$ cat src/rtl/serial_pkg.sv
// ---------------------------------------------------------------------------
// serial_pkg
// Shared definitions for the board's serial byte receiver and transmitter:
// receiver state encoding, frame geometry, line idle level and the default
// bit period for 115200 baud on the 50 MHz system clock.
// No ports (package).
// ---------------------------------------------------------------------------
package serial_pkg;

  localparam int   DATA_BITS           = 8;
  localparam logic LINE_IDLE           = 1'b1;
  localparam int   CLKS_PER_BIT_115200 = 434;   // 50 MHz / 115200

  // PARITY exists in every build; it is only reachable when the receiver
  // is built with parity checking enabled.
  typedef enum logic [2:0] {
    IDLE      = 3'd0,
    START     = 3'd1,
    DATA      = 3'd2,
    PARITY    = 3'd3,
    STOP      = 3'd4,
    WAIT_IDLE = 3'd5
  } rx_state_t;

endpackage

$ cat src/rtl/rx_sync2.sv
// ---------------------------------------------------------------------------
// rx_sync2
// Two-flop synchronizer for a single asynchronous input (serial line, KEY
// buttons). Both flops reset to RESET_VAL so that no false edge is seen
// when reset is released.
// Ports:
//   clk  in   system clock
//   rst  in   synchronous, active-high reset
//   d    in   asynchronous input
//   q    out  synchronized input
// ---------------------------------------------------------------------------
module rx_sync2 #(
  parameter logic RESET_VAL = serial_pkg::LINE_IDLE
) (
  input  logic clk,
  input  logic rst,
  input  logic d,
  output logic q
);

  logic s1_q, s1_d;
  logic s2_q, s2_d;

  always_comb begin
    s1_d = d;
    s2_d = s1_q;
  end

  // NOTE: flops use non-blocking assignments so every register samples the
  // pre-edge value of its source; blocking here would collapse the chain.
  always_ff @(posedge clk) begin
    if (rst) begin
      s1_q <= RESET_VAL;
      s2_q <= RESET_VAL;
    end else begin
      s1_q <= s1_d;
      s2_q <= s2_d;
    end
  end

  assign q = s2_q;

endmodule

$ cat src/rtl/serial_byte_rx.sv
// ---------------------------------------------------------------------------
// serial_byte_rx
// Asynchronous serial receiver: idle-high line, 1 start bit, 8 data bits
// LSB first, 1 stop bit. Each received byte is offered on a one-entry
// valid/ready holding register. Framing errors and overruns are reported
// as single-cycle pulses.
//
// Build option: define SERIAL_RX_PARITY_EN to expect an even parity bit
// between the last data bit and the stop bit. A parity mismatch drops the
// byte and pulses frame_err once the stop bit has been sampled.
//
// Ports:
//   clk          in   system clock
//   rst          in   synchronous, active-high reset
//   rxd          in   asynchronous serial input, idle high
//   rx_data      out  received byte (stable while rx_valid and unconsumed)
//   rx_valid     out  rx_data holds an unconsumed byte
//   rx_ready     in   consumer takes rx_data this cycle when rx_valid=1
//   rx_busy      out  frame in progress (state != IDLE)
//   frame_err    out  1-cycle pulse: bad stop bit (or bad parity)
//   overrun_err  out  1-cycle pulse: completed byte dropped, register full
// ---------------------------------------------------------------------------
module serial_byte_rx
  import serial_pkg::*;
#(
  parameter int CLKS_PER_BIT = serial_pkg::CLKS_PER_BIT_115200,
  parameter int DATA_BITS    = serial_pkg::DATA_BITS
) (
  input  logic                 clk,
  input  logic                 rst,
  input  logic                 rxd,
  output logic [DATA_BITS-1:0] rx_data,
  output logic                 rx_valid,
  input  logic                 rx_ready,
  output logic                 rx_busy,
  output logic                 frame_err,
  output logic                 overrun_err
);

  if (CLKS_PER_BIT < 4) begin : g_bad_clks_per_bit
    $error("serial_byte_rx: CLKS_PER_BIT must be 4 or more");
  end
  if (DATA_BITS != 8) begin : g_bad_data_bits
    $error("serial_byte_rx: DATA_BITS is fixed at 8");
  end

  localparam int CNT_W = $clog2(CLKS_PER_BIT);
  localparam logic [CNT_W-1:0] CNT_HALF = CNT_W'(CLKS_PER_BIT / 2 - 1);
  localparam logic [CNT_W-1:0] CNT_LAST = CNT_W'(CLKS_PER_BIT - 1);

  logic rxs;

  rx_sync2 #(.RESET_VAL(LINE_IDLE)) u_sync (
    .clk (clk),
    .rst (rst),
    .d   (rxd),
    .q   (rxs)
  );

  rx_state_t            state_q, state_d;
  logic [CNT_W-1:0]     cnt_q, cnt_d;
  logic [2:0]           idx_q, idx_d;
  logic [DATA_BITS-1:0] shreg_q, shreg_d;
  logic [DATA_BITS-1:0] rx_data_q, rx_data_d;
  logic                 rx_valid_q, rx_valid_d;
  logic                 frame_err_q, frame_err_d;
  logic                 overrun_err_q, overrun_err_d;
`ifdef SERIAL_RX_PARITY_EN
  logic                 par_err_q, par_err_d;
`endif

  // Strobes from the frame FSM to the holding register, valid for one cycle
  // at the stop-bit sample.
  logic stop_ok;
  logic stop_bad;

  // ---------------- state register ----------------
  always_ff @(posedge clk) begin
    if (rst) begin
      state_q       <= IDLE;
      cnt_q         <= '0;
      idx_q         <= '0;
      shreg_q       <= '0;
      rx_data_q     <= '0;
      rx_valid_q    <= 1'b0;
      frame_err_q   <= 1'b0;
      overrun_err_q <= 1'b0;
`ifdef SERIAL_RX_PARITY_EN
      par_err_q     <= 1'b0;
`endif
    end else begin
      state_q       <= state_d;
      cnt_q         <= cnt_d;
      idx_q         <= idx_d;
      shreg_q       <= shreg_d;
      rx_data_q     <= rx_data_d;
      rx_valid_q    <= rx_valid_d;
      frame_err_q   <= frame_err_d;
      overrun_err_q <= overrun_err_d;
`ifdef SERIAL_RX_PARITY_EN
      par_err_q     <= par_err_d;
`endif
    end
  end

  // ---------------- next-state logic ----------------
  // NOTE: every signal assigned here gets a default first, so no path can
  // leave a value unassigned and infer a latch.
  always_comb begin
    state_d  = state_q;
    cnt_d    = cnt_q + CNT_W'(1);
    idx_d    = idx_q;
    shreg_d  = shreg_q;
    stop_ok  = 1'b0;
    stop_bad = 1'b0;
`ifdef SERIAL_RX_PARITY_EN
    par_err_d = par_err_q;
`endif

    unique case (state_q)
      IDLE: begin
        cnt_d = '0;
        if (rxs != LINE_IDLE) state_d = START;
      end

      START: begin
        // Mid-start-bit check rejects short glitches on the line.
        if (cnt_q == CNT_HALF) begin
          cnt_d = '0;
          if (rxs != LINE_IDLE) begin
            state_d = DATA;
            idx_d   = '0;
          end else begin
            state_d = IDLE;
          end
        end
      end

      DATA: begin
        if (cnt_q == CNT_LAST) begin
          cnt_d   = '0;
          shreg_d = {rxs, shreg_q[DATA_BITS-1:1]};   // LSB arrives first
          idx_d   = idx_q + 3'd1;
          if (idx_q == 3'd7) begin
`ifdef SERIAL_RX_PARITY_EN
            state_d = PARITY;
`else
            state_d = STOP;
`endif
          end
        end
      end

`ifdef SERIAL_RX_PARITY_EN
      PARITY: begin
        if (cnt_q == CNT_LAST) begin
          cnt_d     = '0;
          // Even parity: data bits plus parity bit carry an even count of 1s.
          par_err_d = ^{shreg_q, rxs};
          state_d   = STOP;
        end
      end
`endif

      STOP: begin
        if (cnt_q == CNT_LAST) begin
          cnt_d = '0;
          if (rxs == LINE_IDLE) begin
            stop_ok = 1'b1;
            state_d = IDLE;
          end else begin
            stop_bad = 1'b1;
            state_d  = WAIT_IDLE;
          end
        end
      end

      WAIT_IDLE: begin
        // A line held low (break) must return high before a new start bit
        // is accepted.
        cnt_d = '0;
        if (rxs == LINE_IDLE) state_d = IDLE;
      end

      default: begin
        cnt_d   = '0;
        state_d = IDLE;
      end
    endcase
  end

  // ---------------- output logic ----------------
  logic deliver;
  logic bad_frame;

  always_comb begin
`ifdef SERIAL_RX_PARITY_EN
    deliver   = stop_ok & ~par_err_q;
    bad_frame = stop_bad | (stop_ok & par_err_q);
`else
    deliver   = stop_ok;
    bad_frame = stop_bad;
`endif

    rx_data_d     = rx_data_q;
    rx_valid_d    = rx_valid_q;
    frame_err_d   = bad_frame;
    overrun_err_d = 1'b0;

    if (deliver) begin
      // A byte consumed in the same cycle frees the register for the new one.
      if (!rx_valid_q || rx_ready) begin
        rx_data_d  = shreg_q;
        rx_valid_d = 1'b1;
      end else begin
        overrun_err_d = 1'b1;
      end
    end else if (rx_valid_q && rx_ready) begin
      rx_valid_d = 1'b0;
    end

    rx_busy = (state_q != IDLE);
  end

  assign rx_data     = rx_data_q;
  assign rx_valid    = rx_valid_q;
  assign frame_err   = frame_err_q;
  assign overrun_err = overrun_err_q;

endmodule

$ cat config.mk
export PLATFORM = sky130hd
export DESIGN_NAME = serial_byte_rx
export DESIGN_NICKNAME = d
export VERILOG_FILES = /design/src/rtl/serial_pkg.sv /design/src/rtl/rx_sync2.sv /design/src/rtl/serial_byte_rx.sv
export SDC_FILE = /design/constraint.sdc
export NUM_CORES = 1
export LEC_CHECK = 0
export ABC_AREA = 0
export CORE_MARGIN = 1.5
export CORE_UTILIZATION = 46
export DETAILED_ROUTE_END_ITERATION = 7
export PLACE_DENSITY = 0.67
export SYNTH_ARGS = -nofsm -noshare
export SYNTH_HDL_FRONTEND = slang
export SYNTH_SLANG_ARGS = --single-unit
$ cat constraint.sdc
create_clock -name clk -period 2.2 [get_ports clk]
set_clock_uncertainty 0.1 [all_clocks]
set_input_delay 0.44 -clock clk [delete_from_list [all_inputs] [get_ports clk]]
set_output_delay 0.44 -clock clk [all_outputs]
set_load 0.05 [all_outputs]
# After elaboration in Yosys (flattened, before gate mapping)

Cells that the tools add are included.
W data, S select, Z words.

Memories: 0
Bits in read-only memories: 0
Latch bits: 0
Bits of input ports: 4
Output and inout bits: 12
Bits in writable memories: 0
Logic and storage cells: 69
Flip-flop bits (word level): 36

Multiply operators: 0
Divide/modulo/power cells: 0
Shifts and indexed selects: 0
Muxes and demuxes: 24
Reduce and logical (&&, ||, !) cells: 15
Equal/unequal tests: 15
$lt $le $gt $ge: 0
Bitwise gates (word level): 3
Add/subtract/negate cells: 2

Operators with widths:

| cell                  | count |
|---|---|
| $mux W3               | 10 |
| $mux W9               | 2 |
| $pmux W9 S2           | 1 |
| $pmux W3 S5           | 1 |
| $ne A2 B2 Y1 const B  | 6 |
| $add A9 B1 Y9 const B | 1 |
| $eq A3 B3 Y1 const B  | 3 |
| $eq A9 B8 Y1 const B  | 1 |
| $eq A9 B9 Y1 const B  | 1 |
| $mux W1               | 8 |
| $pmux W3 S2           | 1 |
| $reduce_and A2 Y1     | 3 |
| $reduce_and A6 Y1     | 1 |
| $ne A2 B1 Y1 const B  | 2 |
| $reduce_and A4 Y1     | 1 |
| $reduce_bool A2 Y1    | 2 |
| $reduce_or A2 Y1      | 2 |
| $add A3 B1 Y3 const B | 1 |
| $eq A3 B1 Y1 const B  | 1 |
| $eq A3 B2 Y1 const B  | 1 |
| $logic_not A3 Y1      | 1 |
| $not A1 Y1            | 3 |
| $reduce_bool A3 Y1    | 1 |
| $reduce_or A3 Y1      | 1 |
| other kinds (4)       | 4 |

# Longest topological paths before layout

Gate-level depths: netlist of run 1.

Word-level depth: 5
Mapped depth: 8
Mapped depth without buffers: 6

# Modules after synthesis

From an unflattened synthesis of run 1, not the netlist that was laid out.

Cell total of the unflattened synthesis: 161
Area total of the unflattened synthesis: 1591.5 um^2

Modules (own cells, without submodules):

| module         | cells each | area an instance (um^2) | seq. area each (um^2) | instances |
|---|---|---|---|---|
| serial_byte_rx | 157        | 1539.0                  | 680.7                 | 1 |
| rx_sync2       | 4          | 52.6                    | 40.0                  | 1 |

# Worst setup path before layout of run 1

OpenSTA, ideal clock, no wires.

Path kind: register -> register
Start point: register cnt_q[0]
End point: register state_q[0]
Stages on the path, launching flop included: 7
Required time: 1.977 ns
Setup time: 0.123 ns
Buffers on the path: 1
Clock period less this slack: 1.835 ns
Path slack: 0.365 ns
Arrival: 1.612 ns
Cells stage by stage: dfxtp_1 > ha_1 > and4bb_1 > buf_6 > a21oi_2 > a2111o_1 > mux2_1

Longest elaborated chain between the ends: 3
Elaborated cells on any way between the ends: 6
Classes of those cells: 5 x eq/ne; 1 x reduce/logical

RTL lines:

| what                                         | line                                                                | source |
|---|---|---|
| start: declaration                           | serial_byte_rx.sv:61                                                | `logic [CNT_W-1:0] cnt_q, cnt_d;` |
| start signal: assignment                     | serial_byte_rx.sv:93                                                | `cnt_q <= cnt_d;` |
| $eq A9 B9 Y1 or $eq A9 B8 Y1 (tied branches) | serial_byte_rx.sv:140, serial_byte_rx.sv:166, serial_byte_rx.sv:128 |  |
| $ne A2 B2 Y1 (no line)                       | -                                                                   |  |
| $reduce_and A6 Y1 (no line) *                | -                                                                   |  |
| end signal: assignment                       | serial_byte_rx.sv:92                                                | `state_q <= state_d;` |
| end: declaration                             | serial_byte_rx.sv:60                                                | `rx_state_t state_q, state_d;` |

Every way passes the cells marked *; elsewhere a longest branch is shown, timed or not.
A chain may end at the register's enable or synchronous reset.

# Worst setup path after layout of run 1

Start point: register rx_data_q[0], in the netlist rx_data[0]
End point: output port rx_data[0]

RTL lines:

| what                     | line                 | source |
|---|---|---|
| start: declaration       | serial_byte_rx.sv:64 | `logic [DATA_BITS-1:0] rx_data_q, rx_data_d;` |
| start signal: assignment | serial_byte_rx.sv:96 | `rx_data_q <= rx_data_d;` |
| end: declaration         | serial_byte_rx.sv:32 | `output logic [DATA_BITS-1:0] rx_data,` |

No word-level cell between the ends.

==> out/metrics.csv, run 1 <==
stage,metric,value,unit
outcome,outcome,finished clean,
sta,worst slew pin tran,0.573,ns
synth,Post-Syn Area,1570,sq um
die,area of the die,3780,sq um
drt,post-route ant nets,0,
finish,number of diodes,0,
drt,1st-iter DRT viols,57,
critical_path,crit-path cells,clkdlybuf4s50_1,
cts,worst skew pair latency,0.35,ns
synth,Syn Nets,169,
sta,Highest Clock Rate,0.482,GHz
drt,final wirelength,2750,um
die,IO Pins,16,
die,Initial Utilization,0.475,
pwr,Sw Ratio,0.265,
die,Std-Cell Rows,21,
sta,max-slew violation count,0,
placement,count of input and output buffers,15,
synth,simple-gate share of the synthesized area,0.234,
cts,Root Buffer,clkbuf_4,
sta,RSZ-0062 raised after global routing,no,
synth,post-synthesis compound-gate area fraction,0.0605,
global_routing,first-pass GRT wire length,4410,um
synth,main combinational cell family by area after synthesis,simple AND/OR/NAND/NOR gates,
finish,"commonest non-fill, non-tap cells in the layout","dfxtp_1, nor2_1, mux2i_1",
critical_path,Worst Setup End Kind,output port,
synth,adder-cell share of the synthesized area,0.0398,
sta,final setup vio count,0,
global_routing,largest net degree at the start of global routing,30,
sta,Tmin final,2.08,ns
global_routing,initial antenna violation count,0,
pwr,total power,1.31,mW
pwr,pwr/cell area,712,nW/um^2
drt,vias,1160,
synth,Post-Synthesis Cells,160,
synth,Synth Register Bits,36,
critical_path,startpoint types,flip-flop,
finish,Synth-to-Final Area Change,17.0,%
critical_path,CP Data Arrival Time,1.54,ns
pwr,leakage,0.778,nW
cts,Max Buffers Root-to-Sink,2,
drt,per-cell routed wire length,12.2,um
cts,clock-pin slew on the worst setup and hold paths,0.12,ns
pwr,Net Sw Power,0.347,mW
placement,post-DP HPWL,1910,um
critical_path,WS Path Type,reg2out,
die,Core ar.,3310,sq um
cts,total CTS buffers,5,
sta,final hold slack,0.320,ns
sta,final hold violations,0,
die,die width,61.5,um
synth,synth unique cells,41,
finish,share of layout cells above drive strength 1,0.123,
pwr,Clock Power Share,0.360,
global_routing,All-Layer GR Usage,0.162,
cts,# hold bufs at CTS,0,
cts,Sink Count,36,
global_routing,grt total ovfl,0,
pwr,Flop pwr share,0.528,
drt,DR DRC count,0,
critical_path,required time of the critical path,1.66,ns
sta,setup TNS,0,ns
cts,CTS-repair resized insts,0,
sta,period utilization,0.943,
pwr,maximum vdd drop,0.373,mV
synth,post-synthesis mux area share,0.116,
die,Die Ht,61.5,um
critical_path,Max stage delay on crit path,0.81,ns
pwr,Gate power share,0.112,
synth,Post-Synth XOR/XNOR Area,0.0446,
cts,H-tree levels,2,
synth,Mapped Avg Cell Area,9.83,sq um
drt,TritonRoute pass-1 iters,4,
critical_path,cell family with most CP delay,buffers and inverters,
pwr,cell-internal power,0.963,mW
critical_path,"slowest stage cell, crit path",clkdlybuf4s50_1,
critical_path,crit-path max FO,2,
drt,vias per cell,5.16,
flow_run,max cap viols,0,
finish,final net count,187,
cts,Post-CTS Setup Inserts,0,
hold_path,Tightest Hold Check Type,reg2reg,
placement,routability congestion estimate from global placement,0.834,
global_routing,vias in the first global route,984,
cts,TritonCTS clock tree,built,
critical_path,Buf/Inv on CP,1,
sta,Max-slew headroom,0.615,
synth,sequential area share after synthesis,0.458,
finish,"commonest non-fill, non-tap cell in the layout",dfxtp_1,
synth,synth warn,0,
==> stage by stage <==
step                      area, sq um  std cells   util  setup slack, ns
after detailed placement         1760        217  0.532            0.237
final                            1840        225  0.556            0.125
after floorplan                  1570        160      -            0.365
after CTS                        1840        225  0.556            0.124
after global placement           1760        217  0.532            0.271
after global routing             1840        225  0.556           0.0679
==> flip-flops by register name (all words and copies together), names as in the netlist <==
signal / flops
frame_err: 1
u_sync.s1_q: 1
rx_data: 8
rx_valid: 1
cnt_q: 9
idx_q: 3
overrun_err: 1
u_sync.q: 1
shreg_q: 8
state_q: 3
==> cells in the mapped netlist <==
| library cell | n | area (sq um) |
|---|---|---|
| or3b_2 | 1 | 8.76 |
| nor3b_1 | 1 | 7.51 |
| a21oi_2 | 1 | 8.76 |
| a21oi_1 | 3 | 15.0 |
| a31o_1 | 1 | 8.76 |
| mux2_1 | 2 | 22.5 |
| nand4_1 | 1 | 6.26 |
| or3_1 | 2 | 12.5 |
| nand4_2 | 2 | 25.0 |
| or2_2 | 2 | 12.5 |
| a2111o_1 | 1 | 11.3 |
| nor4b_1 | 1 | 8.76 |
| a211oi_1 | 2 | 15.0 |
| and4b_1 | 1 | 10.0 |
| o21ai_1 | 1 | 5.00 |
| nor3_1 | 2 | 10.0 |
| and4b_2 | 1 | 11.3 |
| nand2_1 | 2 | 7.51 |
| xnor2_1 | 6 | 52.6 |
| or2_1 | 1 | 6.26 |
| nor2b_1 | 3 | 18.8 |
| clkbuf_1 | 4 | 15.0 |
| o21ai_0 | 1 | 5.00 |
| inv_1 | 7 | 26.3 |
| a22o_1 | 1 | 8.76 |
| dfxtp_1 | 36 | 721 |
| nor4bb_1 | 2 | 20.0 |
| buf_2 | 2 | 10.0 |
| buf_6 | 2 | 22.5 |
| and4bb_1 | 1 | 12.5 |
| nand2b_1 | 3 | 18.8 |
| o32ai_1 | 2 | 17.5 |
| nand2_2 | 1 | 6.26 |
| and3_1 | 1 | 6.26 |
| mux2i_1 | 16 | 160 |
| ha_1 | 5 | 62.6 |
| xor2_1 | 2 | 17.5 |
| nor2_1 | 28 | 105 |
| nand3_1 | 7 | 35.0 |
| and4bb_2 | 1 | 12.5 |
| nor4_1 | 1 | 6.26 |
==> cell families (layout without fill, tap and decap cells) <==
group | after synthesis | after routing
buffers and inverters | 15 | 34
xor gates and xnor gates | 8 | 8
adders and majority gates | 5 | 5
AOI/OAI and AO/OA | 13 | 13
muxes | 18 | 18
DFF | 36 | 36
and+or+nand+nor | 65 | 65
==> power groups by stage <==
stage,Sequential [mW],Combinational (mW),Clock (mW)
after floorplan,0.695,0.114,0
after global placement,0.702,0.144,0
after detailed placement,0.705,0.149,0
after CTS,0.691,0.149,0.480
after global routing,0.695,0.159,0.515
final,0.691,0.147,0.471
==> area by class of cell <==
class	count	area, sq um
Timing Repair Buffer	19	178
Tap cell	46	57.6
Sequential cell	36	721
Inverter	7	26.3
Clock buffer	5	37.5
Multi-Input combinational cell	109	778
Clock inverter	3	42.5
Fill cell	305	1470
==> final timing paths <==
check | start | to | slack, ns | cells past startpoint
worst min register to register | u_sync.s1_q | u_sync.q | 0.32 | 1
worst min-delay path | u_sync.s1_q | u_sync.q | 0.32 | 1
worst max register to register | cnt_q[4] | state_q[0] | 0.23 | 4
worst max-delay path | rx_data[0] | rx_data[0] | 0.12 | 1
==> per-layer routing <==
layer | share of wire | GRT usage | up-vias | routed length (um)
met5 | 0 | 0 | - | 0
met4 | 0.013 | 0.0638 | 0 | 35
met3 | 0.048 | 0.0714 | 4 | 131
met2 | 0.47 | 0.243 | 19 | 1280
met1 | 0.47 | 0.204 | 551 | 1300
li1 | - | - | 586 | -
Note: power is estimated with default switching activity, not from simulation.
==> inputs of run 2 (changes only) <==
--- a/config.mk
+++ b/config.mk
@@ -6,7 +6,7 @@
 export NUM_CORES = 1
 export LEC_CHECK = 0
 export ABC_AREA = 0
-export CORE_MARGIN = 1.5
+export CORE_MARGIN = 1
 export CORE_UTILIZATION = 46
 export DETAILED_ROUTE_END_ITERATION = 7
 export PLACE_DENSITY = 0.67
==> out/metrics.csv, run 2 (same netlist as run 1, synthesis figures left out) <==
stage,metric,value,unit
finish,largest reg by FF count,cnt_q,
die,Die Ht,60.5,um
sta,final worst slack,0.139,ns
drt,DR DRC count,0,
hold_path,Tightest Hold Check Type,reg2reg,
cts,worst skew pair latency,0.34,ns
sta,final setup vio count,0,
sta,period utilization,0.937,
finish,max reg flops,9,
die,Core ar.,3150,sq um
critical_path,required time of the critical path,1.66,ns
sta,Max-slew headroom,0.594,
critical_path,WS Path Type,reg2out,
drt,1st-iter DRT viols,42,
drt,vias,1149,
die,Std-Cell Rows,20,
finish,FF/Latch Area,721,sq um
drt,vias per cell,5.13,
finish,Non-Filler Instances,224,
die,Initial Utilization,0.499,
sta,RSZ-0062 raised after global routing,no,
placement,count of input and output buffers,15,
cts,clock-pin slew on the worst setup and hold paths,0.11,ns
sta,final hold slack,0.332,ns
finish,multi-input logic area,778,sq um
critical_path,"slowest stage cell, crit path",clkdlybuf4s50_1,
placement,routability congestion estimate from global placement,0.789,
finish,number of diodes,0,
cts,H-tree levels,2,
cts,total CTS buffers,5,
pwr,leakage,0.769,nW
drt,per-cell routed wire length,12.5,um
sta,Highest Clock Rate,0.485,GHz
cts,TritonCTS clock tree,built,
cts,Post-CTS Setup Inserts,0,
cts,# hold bufs at CTS,0,
drt,TritonRoute pass-1 iters,4,
die,die width,60.5,um
placement,placed cell area,1770,sq um
cts,Root Buffer,clkbuf_4,
finish,"commonest non-fill, non-tap cell in the layout",dfxtp_1,
finish,Synth-to-Final Area Change,15.7,%
global_routing,All-Layer GR Usage,0.181,
sta,max-slew violation count,0,
critical_path,crit-path cells,clkdlybuf4s50_1,
placement,number of instances in the placed design,216,
global_routing,vias in the first global route,1062,
flow_run,max cap viols,0,
pwr,Clock Power Share,0.288,
pwr,pwr/cell area,645,nW/um^2
global_routing,initial antenna violation count,0,
pwr,Flop pwr share,0.587,
drt,final wirelength,2800,um
pwr,cell-internal power,0.855,mW
sta,worst slew pin tran,0.605,ns
global_routing,largest net degree at the start of global routing,16,
cts,Max Buffers Root-to-Sink,2,
sta,Tmin final,2.06,ns
finish,final net count,188,
global_routing,grt total ovfl,0,
outcome,outcome,finished clean,
drt,post-route ant nets,0,
pwr,Net Sw Power,0.319,mW
critical_path,cell family with most CP delay,buffers and inverters,
finish,Filler Cells Inserted,298,
finish,post-layout instance area,1820,sq um
die,area of the die,3660,sq um
pwr,Sw Ratio,0.272,
finish,"commonest non-fill, non-tap cells in the layout","dfxtp_1, nor2_1, mux2i_1",
pwr,Gate power share,0.125,
pwr,total power,1.17,mW
critical_path,Max stage delay on crit path,0.81,ns
critical_path,CP Data Arrival Time,1.52,ns
sta,final hold violations,0,
cts,Sink Count,36,
die,IO Pins,16,
placement,"worst slack, placed",0.161,ns
critical_path,Worst Setup End Kind,output port,
critical_path,crit-path max FO,2,
pwr,maximum vdd drop,0.409,mV
finish,share of layout cells above drive strength 1,0.117,
placement,post-DP HPWL,2060,um
critical_path,startpoint types,flip-flop,
sta,setup TNS,0,ns
critical_path,Buf/Inv on CP,1,
cts,CTS-repair resized insts,0,
finish,final core occ,0.577,
global_routing,first-pass GRT wire length,4690,um
run 2: changes by cell type in the layout (fill, tap and decap cells not counted):
cell and delta:
clkbuf_1 +2, buf_4 +1, bufinv_16 -1, clkinv_2 -1, clkinv_4 +1, clkinvlp_4 -1
run 2: power by group through the flow:
| stage | logic [mW] | clock network, mW | registers, mW |
|---|---|---|---|
| floorplan | 0.114 | 0 | 0.695 |
| global placement | 0.145 | 0 | 0.703 |
| detailed placement | 0.147 | 0 | 0.704 |
| CTS | 0.148 | 0.350 | 0.689 |
| global route | 0.162 | 0.389 | 0.693 |
| finish | 0.147 | 0.338 | 0.689 |
run 2: cell type report:
cell class / instances / area share
Clock buffer: 7 / 0.0248
Clock inverter: 1 / 0.00481
Inverter: 7 / 0.0144
Multi-Input combinational cell: 109 / 0.428
Sequential cell: 36 / 0.396
Tap cell: 44 / 0.0303
Timing Repair Buffer: 20 / 0.102
run 2: metal layers:
layer,up-vias,routed length [um],GRT usage
met5,-,0,0
met4,0,87,0.0974
met3,11,126,0.0725
met2,28,1270,0.275
met1,518,1310,0.220
li1,592,-,-
run 2: path summary, 6_finish.rpt:
path	end	startpoint	depth (start not counted)	slack, ns
max reg2reg	state_q[2]	cnt_q[0]	5	0.14
min	u_sync.q	u_sync.s1_q	1	0.33
max	rx_data[3]	rx_data[3]	1	0.14
min reg2reg	u_sync.q	u_sync.s1_q	1	0.33
run 2: worst reg2reg max path, cell delays in order (launching register included):
cell      delay, ns
dfxtp_1        0.42
ha_1           0.16
and4bb_1       0.37
nand2_2        0.11
a2111o_1       0.43
mux2_1         0.34
==> inputs of run 3 (changes only) <==
--- a/config.mk
+++ b/config.mk
@@ -7,9 +7,9 @@
 export LEC_CHECK = 0
 export ABC_AREA = 0
 export CORE_MARGIN = 1
-export CORE_UTILIZATION = 46
+export CORE_UTILIZATION = 55
 export DETAILED_ROUTE_END_ITERATION = 7
-export PLACE_DENSITY = 0.67
+export PLACE_DENSITY = 0.78
 export SYNTH_ARGS = -nofsm -noshare
 export SYNTH_HDL_FRONTEND = slang
 export SYNTH_SLANG_ARGS = --single-unit
==> out/metrics.csv, run 3 (same netlist as run 1, synthesis figures left out) <==
stage,metric,value,unit
outcome,outcome,finished clean,
die,Die Ht,55.5,um
finish,number of diodes,0,
drt,vias,1160,
finish,share of layout cells above drive strength 1,0.118,
finish,"commonest non-fill, non-tap cells in the layout","dfxtp_1, nor2_1, mux2i_1",
finish,"commonest non-fill, non-tap cell in the layout",dfxtp_1,
cts,CTS-repair resized insts,0,
finish,largest reg by FF count,cnt_q,
hold_path,Tightest Hold Check Type,reg2reg,
sta,Max-slew headroom,0.563,
finish,final net count,186,
cts,Post-CTS Setup Inserts,0,
sta,period utilization,0.923,
sta,final hold violations,0,
cts,Root Buffer,clkbuf_4,
cts,H-tree levels,2,
placement,post-DP HPWL,1940,um
global_routing,first-pass GRT wire length,4880,um
sta,setup TNS,0,ns
cts,Max Buffers Root-to-Sink,2,
global_routing,initial antenna violation count,0,
critical_path,WS Path Type,reg2reg,
drt,final wirelength,2740,um
sta,final worst slack,0.170,ns
drt,vias per cell,5.55,
global_routing,All-Layer GR Usage,0.202,
drt,TritonRoute pass-1 iters,4,
die,Std-Cell Rows,19,
finish,max reg flops,9,
finish,final core occ,0.674,
critical_path,Worst Setup End Kind,flip-flop,
die,die width,55.5,um
placement,"worst slack, placed",0.175,ns
pwr,leakage,0.787,nW
placement,number of instances in the placed design,201,
drt,DR DRC count,0,
die,Core ar.,2730,sq um
critical_path,startpoint types,flip-flop,
die,area of the die,3080,sq um
pwr,pwr/cell area,736,nW/um^2
finish,Synth-to-Final Area Change,17.1,%
drt,post-route ant nets,0,
cts,# hold bufs at CTS,0,
placement,count of input and output buffers,15,
pwr,maximum vdd drop,0.519,mV
flow_run,max cap viols,0,
cts,worst skew pair latency,0.33,ns
cts,TritonCTS clock tree,built,
placement,routability congestion estimate from global placement,0.788,
cts,clock-pin slew on the worst setup and hold paths,0.10,ns
sta,Highest Clock Rate,0.493,GHz
die,IO Pins,16,
global_routing,vias in the first global route,1146,
sta,RSZ-0062 raised after global routing,no,
sta,Tmin final,2.03,ns
global_routing,largest net degree at the start of global routing,25,
sta,final setup vio count,0,
cts,total CTS buffers,5,
sta,worst slew pin tran,0.651,ns
critical_path,required time of the critical path,2.32,ns
sta,max-slew violation count,0,
finish,Non-Filler Instances,209,
die,Initial Utilization,0.575,
finish,Filler Cells Inserted,212,
drt,1st-iter DRT viols,38,
critical_path,crit-path max FO,6,
global_routing,grt total ovfl,0,
drt,per-cell routed wire length,13.1,um
critical_path,CP Data Arrival Time,2.15,ns
cts,Sink Count,36,
==> run 3: cell types whose count changed in the layout (fill, tap and decap cells not counted), sizes merged <==
cell | previous run | this run
buf | 6 | 4
clkinv | 1 | 0
bufinv | 0 | 1
==> run 3: worst max-delay path: stages (launching register included) <==
cell,delay (ns)
dfxtp_1,0.42
ha_1,0.17
and4bb_1,0.37
nand2_2,0.11
a2111o_1,0.42
mux2_1,0.33
==> run 3: stage by stage <==
step / hold WS, ns / instance area, sq um / power [mW]
5_1_grt: 0.343 / 1840 / 1.42
3_5_place_dp: 0.303 / 1750 / 0.857
2_1_floorplan: 0.289 / 1570 / 0.810
3_3_place_gp: 0.295 / 1750 / 0.849
4_1_cts: 0.326 / 1840 / 1.37
6_report: 0.324 / 1840 / 1.36
==> run 3: worst paths after layout <==
check,startpoint,endpoint,slack (ns),cells after the start
worst max-delay path,cnt_q[0],state_q[0],0.17,5
worst min-delay path,u_sync.s1_q,u_sync.q,0.32,1
worst max register to register,cnt_q[0],state_q[0],0.17,5
worst min register to register,u_sync.s1_q,u_sync.q,0.32,1
==> run 3: power breakdown <==
part / switching, mW / internal [mW]
Combinational: 0.0892 / 0.0625
Clock: 0.212 / 0.302
Sequential: 0.0251 / 0.665
==> run 3: area by class of cell <==
type | count | area (sq um) | share of cell area
clock inverters | 1 | 30.0 | 0.0163
flip-flops and latches | 36 | 721 | 0.391
multi-input cells | 109 | 778 | 0.423
clock buffers | 7 | 65.1 | 0.0353
well taps | 31 | 38.8 | 0.0211
repair buffers | 18 | 183 | 0.0992
inverters | 7 | 26.3 | 0.0143
==> run 3: routing by layer <==
metal  routed length (um)  vias to the layer above  track usage
met4                   53                        0       0.0964
met3                   91                        6       0.0445
li1                     -                      581            -
met2                 1350                       21        0.346
met1                 1250                      552        0.238
met5                    0                        -            0
==> RTL edit 1 (config.mk and constraints of run 3) <==
The 6 states of `rx_state_t` get a Gray code encoding in 3 bits.
--- a/src/rtl/serial_pkg.sv
+++ b/src/rtl/serial_pkg.sv
@@ -16,8 +16,8 @@
   typedef enum logic [2:0] {
-    IDLE      = 3'd0,
-    START     = 3'd1,
-    DATA      = 3'd2,
-    PARITY    = 3'd3,
-    STOP      = 3'd4,
-    WAIT_IDLE = 3'd5
+    IDLE      = 3'b000,
+    START     = 3'b001,
+    DATA      = 3'b011,
+    PARITY    = 3'b010,
+    STOP      = 3'b110,
+    WAIT_IDLE = 3'b111
   } rx_state_t;
Behaviour: no difference found for any inputs over 10 cycles, from zero or initial values and one cycle with rst high; not proved beyond that.
==> RTL edit 1 against run 3 <==
  * Worst setup slack got worse by 0.025 ns
  * Cell area is 3.1% lower
  * Via count rose by 2.5%
  * Power is 17% lower
  * Area after synthesis increased by 0.56%
  * Global-route usage rose by 1.1 points
  * Wire length is 2.5% higher
  * Critical path type unchanged
  * Cell count increased by 1.4%
  * Sequential cell count unchanged
==> RTL edit 1: results (changes against run 3) <==
[pwr] maximum ir drop on the vdd rail 0.5558 mV [+7.1%]
[logic_synthesis] Post-Synthesis Net Count 172 [+1.8%]
[global_routing] antenna violations before repair 0 [unchanged]
[global_routing] maximum number of pins on one net before global-route repair 20 [-20%]
[logic_synthesis] share of flip-flops with an asynchronous set or reset 0 [unchanged]
[finish] proportion of layout cells with a drive suffix above 1 0.1271 [+0.009094]
[global_routing] via count of the first global-routing pass 1204 [+5.1%]
[global_routing] Total GRT Usage 0.2130 [+0.01132]
[detailed_routing] DRC violations left 0 [unchanged]
[logic_synthesis] count of unique library cells instantiated by Yosys 42 [+2.4%]
[logic_synthesis] sequential share of the synthesized area 0.4557 [-0.002538]
[placement] placement-stage worst setup slack 0.1457 ns [-0.02892 ns]
[logic_synthesis] Synthesis Warnings 0 [unchanged]
[pwr] Pleak 0.7636 nW [-3.0%]
[finish] final-stage net count 190 [+2.2%]
[placement] Final HPWL DP 1991 um [+2.6%]
[logic_synthesis] commonest cells in the netlist sky130_fd_sc_hd__dfxtp_1, sky130_fd_sc_hd__nor2_1, sky130_fd_sc_hd__mux2i_1
[worst_setup_path] maximum fanout along the worst path 5 [-1]
[detailed_routing] number of iterations in the first detailed-routing pass 4 [unchanged]
[worst_setup_path] family with the most delay on the worst path simple AND/OR/NAND/NOR gates
[worst_setup_path] logic depth of the worst register-to-register path 7 [+2]
[timing] slew at the pin with the worst max-slew slack 0.4945 ns [-0.1569 ns]
[clock_network] maximum level of the CTS H-tree 2 [unchanged]
[logic_synthesis] ranking of synthesized cells by area sky130_fd_sc_hd__dfxtp_1, sky130_fd_sc_hd__mux2i_1, sky130_fd_sc_hd__nor2_1
[clock_network] number of buffers on the longest clock path 2 [unchanged]
[finish] number of flip-flops under the largest register name 9 [unchanged]
[placement] weighted congestion at the end of routability-driven global placement 0.8610 [+9.3%]
[worst_setup_path] slowest stage cell, crit path sky130_fd_sc_hd__or4_1
[worst_setup_path] worst endpoint data arrival time 2.22 ns [+0.07 ns]
[min_path] Hold Crit Depth 1 [unchanged]
[placement] placed cell areas 1722 um^2 [-1.4%]
[placement] count of port buffers added during placement 15 [unchanged]
[worst_setup_path] largest incremental delay on the critical path 0.51 ns [+0.09 ns]
[clock_network] root buf cell sky130_fd_sc_hd__clkbuf_4
[clock_network] TritonCTS buffer count 5 [unchanged]
[detailed_routing] drt wl/cell 13.25 um [+1.0%]
[detailed_routing] per-cell via count in the routed design 5.608 [+1.0%]
[run_status] run status finished clean
[global_routing] wire length of the first global-routing pass 5126 um [+5.1%]
[finish] Layout fillers 232 [+9.4%]
[finish] Antenna Cells 0 [unchanged]
[finish] Reg with most FFs cnt_q
[min_path] worst min-delay path category register to register
[detailed_routing] number of DRC markers in iteration 0 46 [+21%]
[clock_network] clock latency on the worst-skew pair 0.34 ns
[clock_network] clock transition at the registers of the reported paths 0.11 ns
-- RTL edit 1: metrics by stage --
stage	cells	power, mW	util
after floorplan	163	0.7858	-
after global placement	204	0.7981	0.6297
after detailed placement	204	0.8035	0.6297
after CTS	211	1.125	0.6481
after global routing	212	1.188	0.6531
final	212	1.124	0.6531
-- RTL edit 1: what timing repair did --
item,4_1_cts,5_1_grt
resized for setup,0,3
hold buffers,0,0
endpoints found under the setup margin,0,1
setup buffers,0,1
-- RTL edit 1: per-layer routing --
metal  routed length [um]  share of wire  global-route usage  up-vias
met5                    0              0                   0        -
met2                 1399           0.50              0.3614       29
met3                  111          0.040             0.06512        6
met4                   52          0.019              0.1143        0
li1                     -              -                   -      601
met1                 1246           0.44              0.2384      553
-- RTL edit 1: worst paths after layout --
check,from,endpoint,slack (ns)
setup / recovery,cnt_q[1]$_SDFF_PP0_,state_q[2]$_SDFFE_PP0P_,0.15
hold / removal,u_sync.s1_q$_SDFF_PP1_,u_sync.q$_SDFF_PP1_,0.33
setup reg to reg,cnt_q[1]$_SDFF_PP0_,state_q[2]$_SDFFE_PP0P_,0.15
hold reg to reg,u_sync.s1_q$_SDFF_PP1_,u_sync.q$_SDFF_PP1_,0.33
-- RTL edit 1: cells by family (layout without fill, tap and decap cells) --
logic type	count (synthesis)	count (layout)	share of synthesized area
XOR/XNOR	7	7	0.03877
buffers and inverters	15	33	0.06249
adder cells (fa/ha/maj)	5	5	0.03956
multiplexers	17	17	0.1084
AND/OR/NAND/NOR	67	67	0.2215
flip-flops	36	36	0.4557
AO/OA/AOI/OAI	16	16	0.07357
-- RTL edit 1: report_power, final --
part,internal (mW),switching [mW]
Clock,0.116,0.206
Combinational,0.0471,0.0724
Sequential,0.663,0.0198
Total,0.826,0.298
-- RTL edit 1: cell type report --
cell class	instances	share of cell area
repair buffers	20	0.1037
inverters	6	0.01261
multi-input cells	112	0.4289
flip-flops and latches	36	0.4050
well taps	31	0.02172
clock inverters	2	0.007008
clock buffers	5	0.02102
==> RTL edit 2 (config.mk and constraints of run 3) <==
Without the edit above. Build with the macro `SERIAL_RX_PARITY_EN` defined.
--- a/src/rtl/serial_byte_rx.sv
+++ b/src/rtl/serial_byte_rx.sv
@@ -22,2 +22,4 @@
 // ---------------------------------------------------------------------------
+`define SERIAL_RX_PARITY_EN
+
 module serial_byte_rx
Behaviour: same outputs for any inputs over 10 cycles, from zero or initial values and one cycle with rst high; that may be too few to reach the edited logic, so the function may still have changed.
==> RTL edit 2 against run 3 <==
  * The run now ends with DRC left
  * Sequential cell count increased by 1
  * Wire length up 14%
  * Sequential power is 3.8% higher
  * Area after synthesis grew 5.6%
  * Worst setup slack worse by 0.016 ns
  * Cell area is 4.1% higher
  * Clock power decreased by 5.3%
  * Power is 7.3% higher
  * Register-to-register slack improved by 0.04 ns
  * Largest cell class unchanged
  * Largest power group unchanged
==> RTL edit 2: results (changes against run 3) <==
[timing] headroom to the max-slew limit 0.6690 [+0.1062]
[detailed_routing] number of DRC markers in iteration 0 42 [+11%]
[worst_setup_path] slowest stage cell, crit path sky130_fd_sc_hd__clkdlybuf4s50_1
[clock_network] clock transition at the registers of the reported paths 0.11 ns
[pwr] maximum ir drop on the vdd rail 0.5871 mV [+13%]
[detailed_routing] drt wl/cell 13.61 um [+3.7%]
[placement] Final HPWL DP 2223 um [+15%]
[detailed_routing] top metal layer carrying routed signals met4
[worst_setup_path] maximum fanout along the worst path 2 [-4]
[detailed_routing] met1 layer wirelength in the final routing 1520 um [+22%]
[detailed_routing] DRC violations left 3 [+3]
[placement] number of placed instances with taps included 221 [+10%]
[detailed_routing] length of routed met3 wiring 139 um [+53%]
[global_routing] Total GRT Usage 0.2141 [+0.01239]
[detailed_routing] number of vias in the routed layout 1267 [+9.2%]
[worst_setup_path] worst endpoint data arrival time 1.51 ns [-0.64 ns]
[logic_synthesis] Post-Synthesis Net Count 188 [+11%]
[detailed_routing] per-cell via count in the routed design 5.533 [-0.32%]
[run_status] run status complete, but fails checks
[worst_setup_path] family with the most delay on the worst path buffers and inverters
[global_routing] wire length of the first global-routing pass 5319 um [+9.0%]
[detailed_routing] number of iterations in the first detailed-routing pass 6 [+2]
[finish] proportion of layout cells with a drive suffix above 1 0.08586 [-0.03212]
[global_routing] met2 GRT Util 0.3261 [-0.01990]
[global_routing] global routing usage on met1 0.2820 [+0.04431]
[worst_setup_path] largest incremental delay on the critical path 0.81 ns [+0.39 ns]
[finish] final-stage net count 206 [+11%]
[logic_synthesis] count of unique library cells instantiated by Yosys 42 [+2.4%]
[logic_synthesis] sequential share of the synthesized area 0.4461 [-0.01211]
[logic_synthesis] syn avg cell area 9.276 um^2 [-5.6%]
[logic_synthesis] Synthesis Warnings 0 [unchanged]
[global_routing] maximum number of pins on one net before global-route repair 26 [+4.0%]
[finish] Layout fillers 226 [+6.6%]
[global_routing] via count of the first global-routing pass 1197 [+4.5%]
[pwr] Pleak 0.6520 nW [-17%]
[global_routing] met3 layer usage reported by global route 0.07029 [+0.02580]
[placement] placement-stage worst setup slack 0.1967 ns [+0.02204 ns]
[placement] weighted congestion at the end of routability-driven global placement 0.9523 [+21%]
[logic_synthesis] ranking of synthesized cells by area sky130_fd_sc_hd__dfxtp_1, sky130_fd_sc_hd__nor2_1, sky130_fd_sc_hd__mux2i_1
[logic_synthesis] commonest cells in the netlist sky130_fd_sc_hd__dfxtp_1, sky130_fd_sc_hd__nor2_1, sky130_fd_sc_hd__nand2_1
[detailed_routing] met2 WL 1440 um [+6.9%]
[run_status] violated checks DRC
## RTL edit 2: path summary, 6_finish.rpt
path                              to                    start  cells after the start  slack, ns
min              u_sync.q$_SDFF_PP1_   u_sync.s1_q$_SDFF_PP1_                      1       0.33
max reg2reg  rx_data[4]$_SDFFE_PP0P_      cnt_q[0]$_SDFF_PP0_                      7       0.21
min reg2reg      u_sync.q$_SDFF_PP1_   u_sync.s1_q$_SDFF_PP1_                      1       0.33
max                       rx_data[7]  rx_data[7]$_SDFFE_PP0P_                      1       0.15
## RTL edit 2: layout make-up
| type | count | share of cell area |
|---|---|---|
| clock inverter | 1 | 0.01566 |
| inverter | 4 | 0.007828 |
| tap | 31 | 0.02022 |
| timing repair buffer | 17 | 0.08480 |
| sequential | 37 | 0.3862 |
| clock buffer | 7 | 0.02870 |
| multi-input combinational | 132 | 0.4566 |
## RTL edit 2: per-stage QoR
stage	utilization	hold slack, ns	cell area, um^2
finish	0.6838	0.3314	1918
floorplan	-	0.2895	1660
CTS	0.6838	0.3344	1918
detailed placement	0.6534	0.3067	1833
global placement	0.6534	0.2933	1833
global route	0.6838	0.3480	1918
## RTL edit 2: cell families (layout without fill, tap and decap cells)
group	Yosys count	in the layout	share of synthesized area
AND/OR/NAND/NOR	78	78	0.2404
flip-flops	37	37	0.4461
AO/OA/AOI/OAI	26	26	0.1130
XOR/XNOR	14	14	0.08214
buffers and inverters	10	29	0.02637
multiplexers	9	9	0.05426
adder cells (fa/ha/maj)	5	5	0.03768
## RTL edit 2: report_power, final
part / leakage (nW) / internal, mW / switching [mW]
registers: 0.299 / 0.687 / 0.0281
clock network: 0.0455 / 0.271 / 0.214
logic: 0.308 / 0.105 / 0.148
